<file path="src/rtl/hilo_muldiv_ctrl.sv">
// HI/LO arithmetic sequencer: multi-cycle MULT/DIV/MADD/MSUB with pipeline
// stall and a single write-back pulse per completed operation.
module hilo_muldiv_ctrl #(
  parameter int MUL_LAT  = 3,
  parameter int DIV_ITER = 32
) (
  input  logic        clk,
  input  logic        reset,
  input  logic        start,
  input  logic [2:0]  op,
  input  logic        flush,
  input  logic [31:0] a,
  input  logic [31:0] b,
  input  logic [31:0] hi_in,
  input  logic [31:0] lo_in,
  output logic        stall,
  output logic        done,
  output logic        hi_w,
  output logic        lo_w,
  output logic [31:0] hi_out,
  output logic [31:0] lo_out
);

  typedef enum logic [1:0] {S_IDLE, S_MUL, S_DIV, S_DONE} state_t;

  localparam logic [5:0] MUL_LAST = 6'(MUL_LAT - 1);
  localparam logic [5:0] DIV_LAST = 6'(DIV_ITER - 1);

  state_t      state_q, state_d;
  logic [5:0]  cnt_q, cnt_d;
  logic [31:0] hi_out_q, hi_out_d;
  logic [31:0] lo_out_q, lo_out_d;

  // Operands latched at accept
  logic [2:0]  op_q;
  logic [31:0] a_q, b_q, hi_q, lo_q;

  // Restoring divider state: partial remainder, dividend/quotient shifter, divisor
  logic [31:0] rem_q, quo_q, dvs_q;
  logic        qneg_q, rneg_q;

  logic        accept;
  logic        div_op;
  logic [32:0] shl, diff;
  logic        step_ok;
  logic [31:0] rem_nx, quo_nx;

  // 64-bit product, optionally accumulated into / subtracted from {hi,lo}.
  // op[0]=0 selects signed operands; op[2] selects accumulate; op[1] subtract.
  function automatic logic [63:0] mul_result(input logic [2:0]  f_op,
                                             input logic [31:0] fa,
                                             input logic [31:0] fb,
                                             input logic [31:0] fhi,
                                             input logic [31:0] flo);
    logic signed [63:0] ax, bx, prod;
    logic [63:0]        acc;
    ax   = (!f_op[0]) ? {{32{fa[31]}}, fa} : {32'd0, fa};
    bx   = (!f_op[0]) ? {{32{fb[31]}}, fb} : {32'd0, fb};
    prod = ax * bx;
    acc  = {fhi, flo};
    if (!f_op[2])     mul_result = prod;
    else if (f_op[1]) mul_result = acc - prod;
    else              mul_result = acc + prod;
  endfunction

  function automatic logic [31:0] abs32(input logic [31:0] x, input logic en);
    abs32 = (en && x[31]) ? -x : x;
  endfunction

  function automatic logic [31:0] neg_if(input logic [31:0] x, input logic en);
    neg_if = en ? -x : x;
  endfunction

  // One restoring step: shift in next dividend bit, subtract divisor if it fits
  always_comb begin
    shl     = {rem_q, quo_q[31]};
    diff    = shl - {1'b0, dvs_q};
    step_ok = ~diff[32];
    rem_nx  = step_ok ? diff[31:0] : shl[31:0];
    quo_nx  = {quo_q[30:0], step_ok};
  end

  // Next-state, stall/done and result selection
  always_comb begin
    state_d  = state_q;
    cnt_d    = cnt_q;
    hi_out_d = hi_out_q;
    lo_out_d = lo_out_q;
    stall    = 1'b0;
    done     = 1'b0;
    accept   = start && !flush && (state_q == S_IDLE || state_q == S_DONE);
    div_op   = (op[2:1] == 2'b01);

    case (state_q)
      S_MUL: begin
        stall = 1'b1;
        if (cnt_q == MUL_LAST) begin
          state_d              = S_DONE;
          {hi_out_d, lo_out_d} = mul_result(op_q, a_q, b_q, hi_q, lo_q);
        end else begin
          cnt_d = cnt_q + 6'd1;
        end
      end
      S_DIV: begin
        stall = 1'b1;
        if (cnt_q == DIV_LAST) begin
          state_d  = S_DONE;
          lo_out_d = neg_if(quo_nx, qneg_q);
          hi_out_d = neg_if(rem_nx, rneg_q);
        end else begin
          cnt_d = cnt_q + 6'd1;
        end
      end
      S_DONE: begin
        done    = 1'b1;
        state_d = S_IDLE;
      end
      default: ;
    endcase

    if (accept) begin
      stall = 1'b1;
      cnt_d = 6'd0;
      if (div_op) begin
        if (b == 32'd0) begin
          state_d  = S_DONE;
          hi_out_d = a;
          lo_out_d = 32'hFFFF_FFFF;
        end else begin
          state_d = S_DIV;
        end
      end else if (MUL_LAT == 1) begin
        state_d              = S_DONE;
        {hi_out_d, lo_out_d} = mul_result(op, a, b, hi_in, lo_in);
      end else begin
        state_d = S_MUL;
        cnt_d   = 6'd1;
      end
    end

    if (flush) begin
      state_d  = S_IDLE;
      cnt_d    = 6'd0;
      hi_out_d = hi_out_q;
      lo_out_d = lo_out_q;
      stall    = 1'b0;
      done     = 1'b0;
    end
  end

  // Control state and registered results
  always_ff @(posedge clk) begin
    if (reset) begin
      state_q  <= S_IDLE;
      cnt_q    <= 6'd0;
      hi_out_q <= 32'd0;
      lo_out_q <= 32'd0;
    end else begin
      state_q  <= state_d;
      cnt_q    <= cnt_d;
      hi_out_q <= hi_out_d;
      lo_out_q <= lo_out_d;
    end
  end

  // Operand capture at accept; divider iterates while in DIV
  always_ff @(posedge clk) begin
    if (accept) begin
      op_q   <= op;
      a_q    <= a;
      b_q    <= b;
      hi_q   <= hi_in;
      lo_q   <= lo_in;
      rem_q  <= 32'd0;
      quo_q  <= abs32(a, ~op[0]);
      dvs_q  <= abs32(b, ~op[0]);
      qneg_q <= ~op[0] & (a[31] ^ b[31]);
      rneg_q <= ~op[0] & a[31];
    end else if (state_q == S_DIV) begin
      rem_q <= rem_nx;
      quo_q <= quo_nx;
    end
  end

  assign hi_w   = done;
  assign lo_w   = done;
  assign hi_out = hi_out_q;
  assign lo_out = lo_out_q;

endmodule
</file>
<file path="config.mk">
export PLATFORM = sky130hd
export DESIGN_NAME = hilo_muldiv_ctrl
export DESIGN_NICKNAME = d
export VERILOG_FILES = /design/src/rtl/hilo_muldiv_ctrl.sv
export SDC_FILE = /design/constraint.sdc
export NUM_CORES = 2
export LEC_CHECK = 0
export CORE_MARGIN = 2
export CORE_UTILIZATION = 60
export CTS_CLUSTER_SIZE = 24
export DETAILED_ROUTE_END_ITERATION = 7
export PLACE_DENSITY = 0.88
export SLEW_MARGIN = 20
export SYNTH_ARGS = -nofsm -noshare
export SYNTH_HDL_FRONTEND = slang
export SYNTH_SLANG_ARGS = --single-unit
</file>
<file path="constraint.sdc">
create_clock -name clk -period 17.83 [get_ports clk]
set_clock_uncertainty 0.2 [all_clocks]
set_input_delay 3.566 -clock clk [delete_from_list [all_inputs] [get_ports clk]]
set_output_delay 3.566 -clock clk [all_outputs]
set_load 0.01 [all_outputs]
</file>
# Yosys cells after proc, flatten, opt, wreduce, memory -nomap -nowiden

Cells that the tools add are included.

Bits in registers: 301
Bits in latches: 0
RAM bits: 0
Memory bits (read-only): 0
Input port bits: 135
Output and inout bits: 68
Word-level logic and storage cells: 92
Memories kept: 0

$add $sub $neg: 8
Multiply operators: 1
Divide/modulo/power cells: 0
Magnitude comparators: 0
Equality and inequality tests: 10
Shift operators: 0
Multiplexer cells: 39
Bitwise logic cells: 5
Reductions and logical operators: 15

Operators by type and width:

| kind                                          | number |
|---|---|
| 2-to-1 mux 32 bit                             | 17 |
| 2-to-1 mux 64 bit                             | 4 |
| negator 32 bit                                | 4 |
| one-hot mux 32 bit (2 select lines)           | 2 |
| adder 64 bit                                  | 1 |
| multiplier 64 x 64 -> 64 bit                  | 1 |
| subtractor 64 bit                             | 1 |
| subtractor 33 x 32 -> 33 bit                  | 1 |
| zero test 32 bit                              | 1 |
| 2-to-1 mux 6 bit                              | 3 |
| != test 3 bit, second input constant          | 4 |
| one-hot mux 6 bit (2 select lines)            | 1 |
| 2-to-1 mux 2 bit                              | 4 |
| 2-to-1 mux 1 bit                              | 7 |
| adder 6 x 1 -> 6 bit, second input constant   | 1 |
| == test 6 x 2 -> 1 bit, second input constant | 1 |
| == test 6 x 5 -> 1 bit, second input constant | 1 |
| one-hot mux 2 bit (3 select lines)            | 1 |
| AND reduction 3 bit                           | 2 |
| == test 2 x 1 -> 1 bit, second input constant | 2 |
| == test 2 bit, second input constant          | 2 |
| logical AND 1 bit                             | 4 |
| nonzero test 4 bit                            | 1 |
| OR reduction 2 bit                            | 2 |
| other kinds (8)                               | 10 |

# Longest topological paths before layout

Depth after elaboration: 10
Mapped depth: 51

# Least setup slack after synthesis

OpenSTA, ideal clock, no wires.

Path type: register to register
Start: reg a_q[31]
End: reg hi_out_q[25] (netlist: hi_out[25])
Setup time: 0.137 ns
Arrival time: 12.000 ns
Required time: 17.493 ns
Path slack: 5.494 ns
Cell stages (with the launch flop): 47
Path buffers: 3
Clock period less this slack: 12.336 ns
Cell sequence: edfxtp_1 nor2b_1 clkbuf_1 nand2_1 inv_1 fa_1 fa_1 fa_1 fa_1 fa_1 inv_1 fa_1 inv_1 fa_1 fa_1 fa_1 inv_1 fa_1 [... 11 more ...] nor2_1 xor2_1 ha_1 clkbuf_1 and3_1 nand2_1 or2_2 or3_1 a211o_1 nand3_1 o21ai_0 a21oi_1 a21oi_1 o31ai_1 xor2_1 a221oi_1 a211o_1 o221ai_1

Longest elaborated chain between the ends: 10
Elaborated cells between the ends (all ways): 11

RTL lines:

| what                                              | RTL line | source |
|---|---|---|
| from (decl)                                       | 36       | `logic [31:0] a_q, b_q, hi_q, lo_q;` |
| from (signal assigned)                            | 170      | `a_q <= a;` |
| 2-to-1 mux 64 bit (*)                             | 57       | `ax = (!f_op[0]) ? {{32{fa[31]}}, fa} : {32'd0, fa};` |
| multiplier 64 x 64 -> 64 bit (*)                  | 59       | `prod = ax * bx;` |
| adder 64 bit or subtractor 64 bit (tied branches) | 63, 62   |  |
| 2-to-1 mux 64 bit                                 | 62       | `else if (f_op[1]) mul_result = acc - prod;` |
| 2-to-1 mux 64 bit (*)                             | 61       | `if (!f_op[2]) mul_result = prod;` |
| 2-to-1 mux 32 bit (*)                             | 97       | `if (cnt_q == MUL_LAST) begin` |
| one-hot mux 32 bit (2 select lines) (*)           | 94       | `case (state_q)` |
| 2-to-1 mux 32 bit                                 | 125      | `if (b == 32'd0) begin` |
| 2-to-1 mux 32 bit                                 | 124      | `if (div_op) begin` |
| 2-to-1 mux 32 bit (*)                             | 121      | `if (accept) begin` |
| to (signal assigned)                              | 161      | `hi_out_q <= hi_out_d;` |
| to (decl)                                         | 31       | `logic [31:0] hi_out_q, hi_out_d;` |

Every way passes the cells marked *; elsewhere a longest branch is shown, timed or not.
A chain may end at the register's enable or synchronous reset.

# Worst setup path in the final report

Same ends and word-level chain as after synthesis.

==> flow_metrics.env <==
export IMPL_cts_num_sinks=300
export IMPL_path_clk_slew_ns=0.07
export IMPL_routabilityCongestion=1.04
export IMPL_die_width_um=348
export IMPL_yosysSeqAreaShare=0.112
export IMPL_dieArea_um2=121000
export IMPL_r2r_slack_ns=2.97
export IMPL_grt_pass1_wl_mm=356
export IMPL_grt_pass1_vias=61000
export IMPL_syn_nets=9748
export IMPL_synth_common_cells="inv_1, fa_1, nand2_1"
export IMPL_synth_area_um2=70900
export IMPL_routed_wirelength_mm=227
export IMPL_cts_made_buffers=35
export IMPL_avgSynthCellArea_um2=9.17
export IMPL_dieHeight_um=348
export IMPL_synth_warnings=0
export IMPL_min_period_ns=14.86
export IMPL_yosysMostFrequentCell="inv_1"
export IMPL_fin_ws_ns=2.97
export IMPL_io_pins=203
export IMPL_vias=56800
export IMPL_finalNetCount=9730
export IMPL_grt_max_degree=88
export IMPL_cp_slowest_cell="nor2_1"
export IMPL_synth_edff_count=196
export IMPL_crit_type="reg -> reg"
export IMPL_critPathCaptureType="flip-flop"
export IMPL_portBuffers=202
export IMPL_maxCapViolations=0
export IMPL_netlist_top_cells_area="fa_1, inv_1, edfxtp_1, ha_1, and2_1"
export IMPL_vias_per_cell=6.12
export IMPL_startpoint_type="flip-flop"
export IMPL_ctsResizeCount=0
export IMPL_cts_tree="built"
export IMPL_synth_top_cell_area_share=0.406
export IMPL_yosys_area_top_type="fa_1"
export IMPL_wl_per_cell_um=24.5
export IMPL_cp_max_fo=33
export IMPL_hold_class="reg -> reg"
export IMPL_syn_inst=7732
export IMPL_hold_violations=0
export IMPL_async_reset_ff_frac=0
export IMPL_cts_max_path_buffers=3
export IMPL_synthFlopType="edfxtp_1"
export IMPL_critPathMaxStageDelay_ns=0.63
export IMPL_htree_levels=2
export IMPL_cts_hold_buf=0
export IMPL_ant_nets=0
export IMPL_drt_iter0_drc=6029
export IMPL_cts_setup_buffers=0
export IMPL_cts_root_buf="clkbuf_16"
export IMPL_firstDrtPassIters=6
export IMPL_max_slew_margin_rel=0.205
export IMPL_status="finished clean"
export IMPL_hpwl_mm=188
export IMPL_setup_viol=0
export IMPL_area_growth_pct=6.44
export IMPL_num_rows=126
export IMPL_fillers=9241
export IMPL_tns_ns=0
export IMPL_arrival_ns=15.14
export IMPL_initial_core_util=0.603
export IMPL_worst_ep_required_time_ns=18.11
export IMPL_fmax_mhz=67.3
export IMPL_core_area_um2=118000
export IMPL_drv_slew=0
export IMPL_drc=0
export IMPL_antenna_found_initial=13
export IMPL_clock_latency_ns=0.57
export IMPL_drive_gt1_frac=0.0295
export IMPL_cp_common_cell="fa_1"
export IMPL_synth_seq_cells=300
export IMPL_worstMarginPinSlew_ns=1.19
export IMPL_ys_types=104
export IMPL_grt_usage=0.385
export IMPL_final_period_utilization=0.833
export IMPL_post_place_ws_ns=2.98
export IMPL_overflow=0
export IMPL_rsz0062_at_grt="false"
==> layer usage <==
layer  share of wire  GRT usage  vias up
met5         0.00033          0        -
met3            0.12     0.0979      748
met1            0.37      0.508    28300
li1                -          -    24100
met4           0.054      0.172       10
met2            0.45      0.605     3700
==> critical path: cells and delay by family (launching register included) <==
family                   cells  cell delay, ns
XOR/XNOR                     3            0.69
adder cells (fa/ha/maj)     12            5.96
buffers and inverters        7            1.02
AND/OR/NAND/NOR             13            3.93
flip-flops                   1            0.33
AO/OA/AOI/OAI               10            2.57
==> worst paths after layout <==
check                               start          to  cells after the start
worst max-delay path              a_q[31]  hi_out[25]                     45
worst min-delay path            rem_q[30]   rem_q[30]                      2
worst max register to register    a_q[31]  hi_out[25]                     45
worst min register to register  rem_q[30]   rem_q[30]                      2
==> layout by cell type (no fill, tap or decap), types with 119 or more instances in the layout <==
cell / synthesis / final
inv_1: 1626 / 1626
fa_1: 1437 / 1437
nand2_1: 786 / 786
and2_1: 623 / 623
ha_1: 444 / 443
a21oi_1: 291 / 290
nor2_1: 288 / 287
o21ai_0: 245 / 245
xnor2_1: 236 / 236
clkdlybuf4s50_1: 0 / 202
edfxtp_1: 196 / 196
xor2_1: 119 / 119
==> cell type report <==
cell class	instances	area, µm²	area share
Tap cell	1536	1920	0.0255
Clock inverter	17	164	0.00217
Inverter	1629	6120	0.0812
Timing Repair Buffer	305	2850	0.0378
Clock buffer	46	968	0.0128
Sequential cell	300	7970	0.106
Antenna cell	11	27.5	0.000365
Multi-Input combinational cell	5443	55400	0.735
==> per-stage QoR <==
step                std cells   util  hold slack [ns]  cell area [µm²]
detailed placement       9207  0.631            0.302            74200
floorplan                7732      -            0.271            70900
global placement         9206  0.631            0.287            74200
finish                   9287  0.641            0.311            75400
CTS                      9270  0.640            0.314            75300
global route             9280  0.641            0.333            75400
==> state kept, by name, indices dropped and copies added, names as in the netlist <==
register	flops
qneg_q	1
hi_out	32
b_q	32
rneg_q	1
quo_q	32
op_q	3
a_q	32
lo_out	32
lo_q	32
rem_q	32
state_q	2
cnt_q	6
dvs_q	31
hi_q	32
==> logic make-up after synthesis <==
| group | count (synthesis) | share of synthesized area |
|---|---|---|
| AND/OR/NAND/NOR | 2070 | 0.145 |
| buffers and inverters | 1989 | 0.106 |
| adder cells (fa/ha/maj) | 1881 | 0.484 |
| AO/OA/AOI/OAI | 1087 | 0.101 |
| XOR/XNOR | 357 | 0.0444 |
| flip-flops | 300 | 0.112 |
| multiplexers | 48 | 0.00685 |
Power is left out: the tool's default activity adds up to more than one toggle a clock period on the data nets, which glitch-free logic cannot reach.
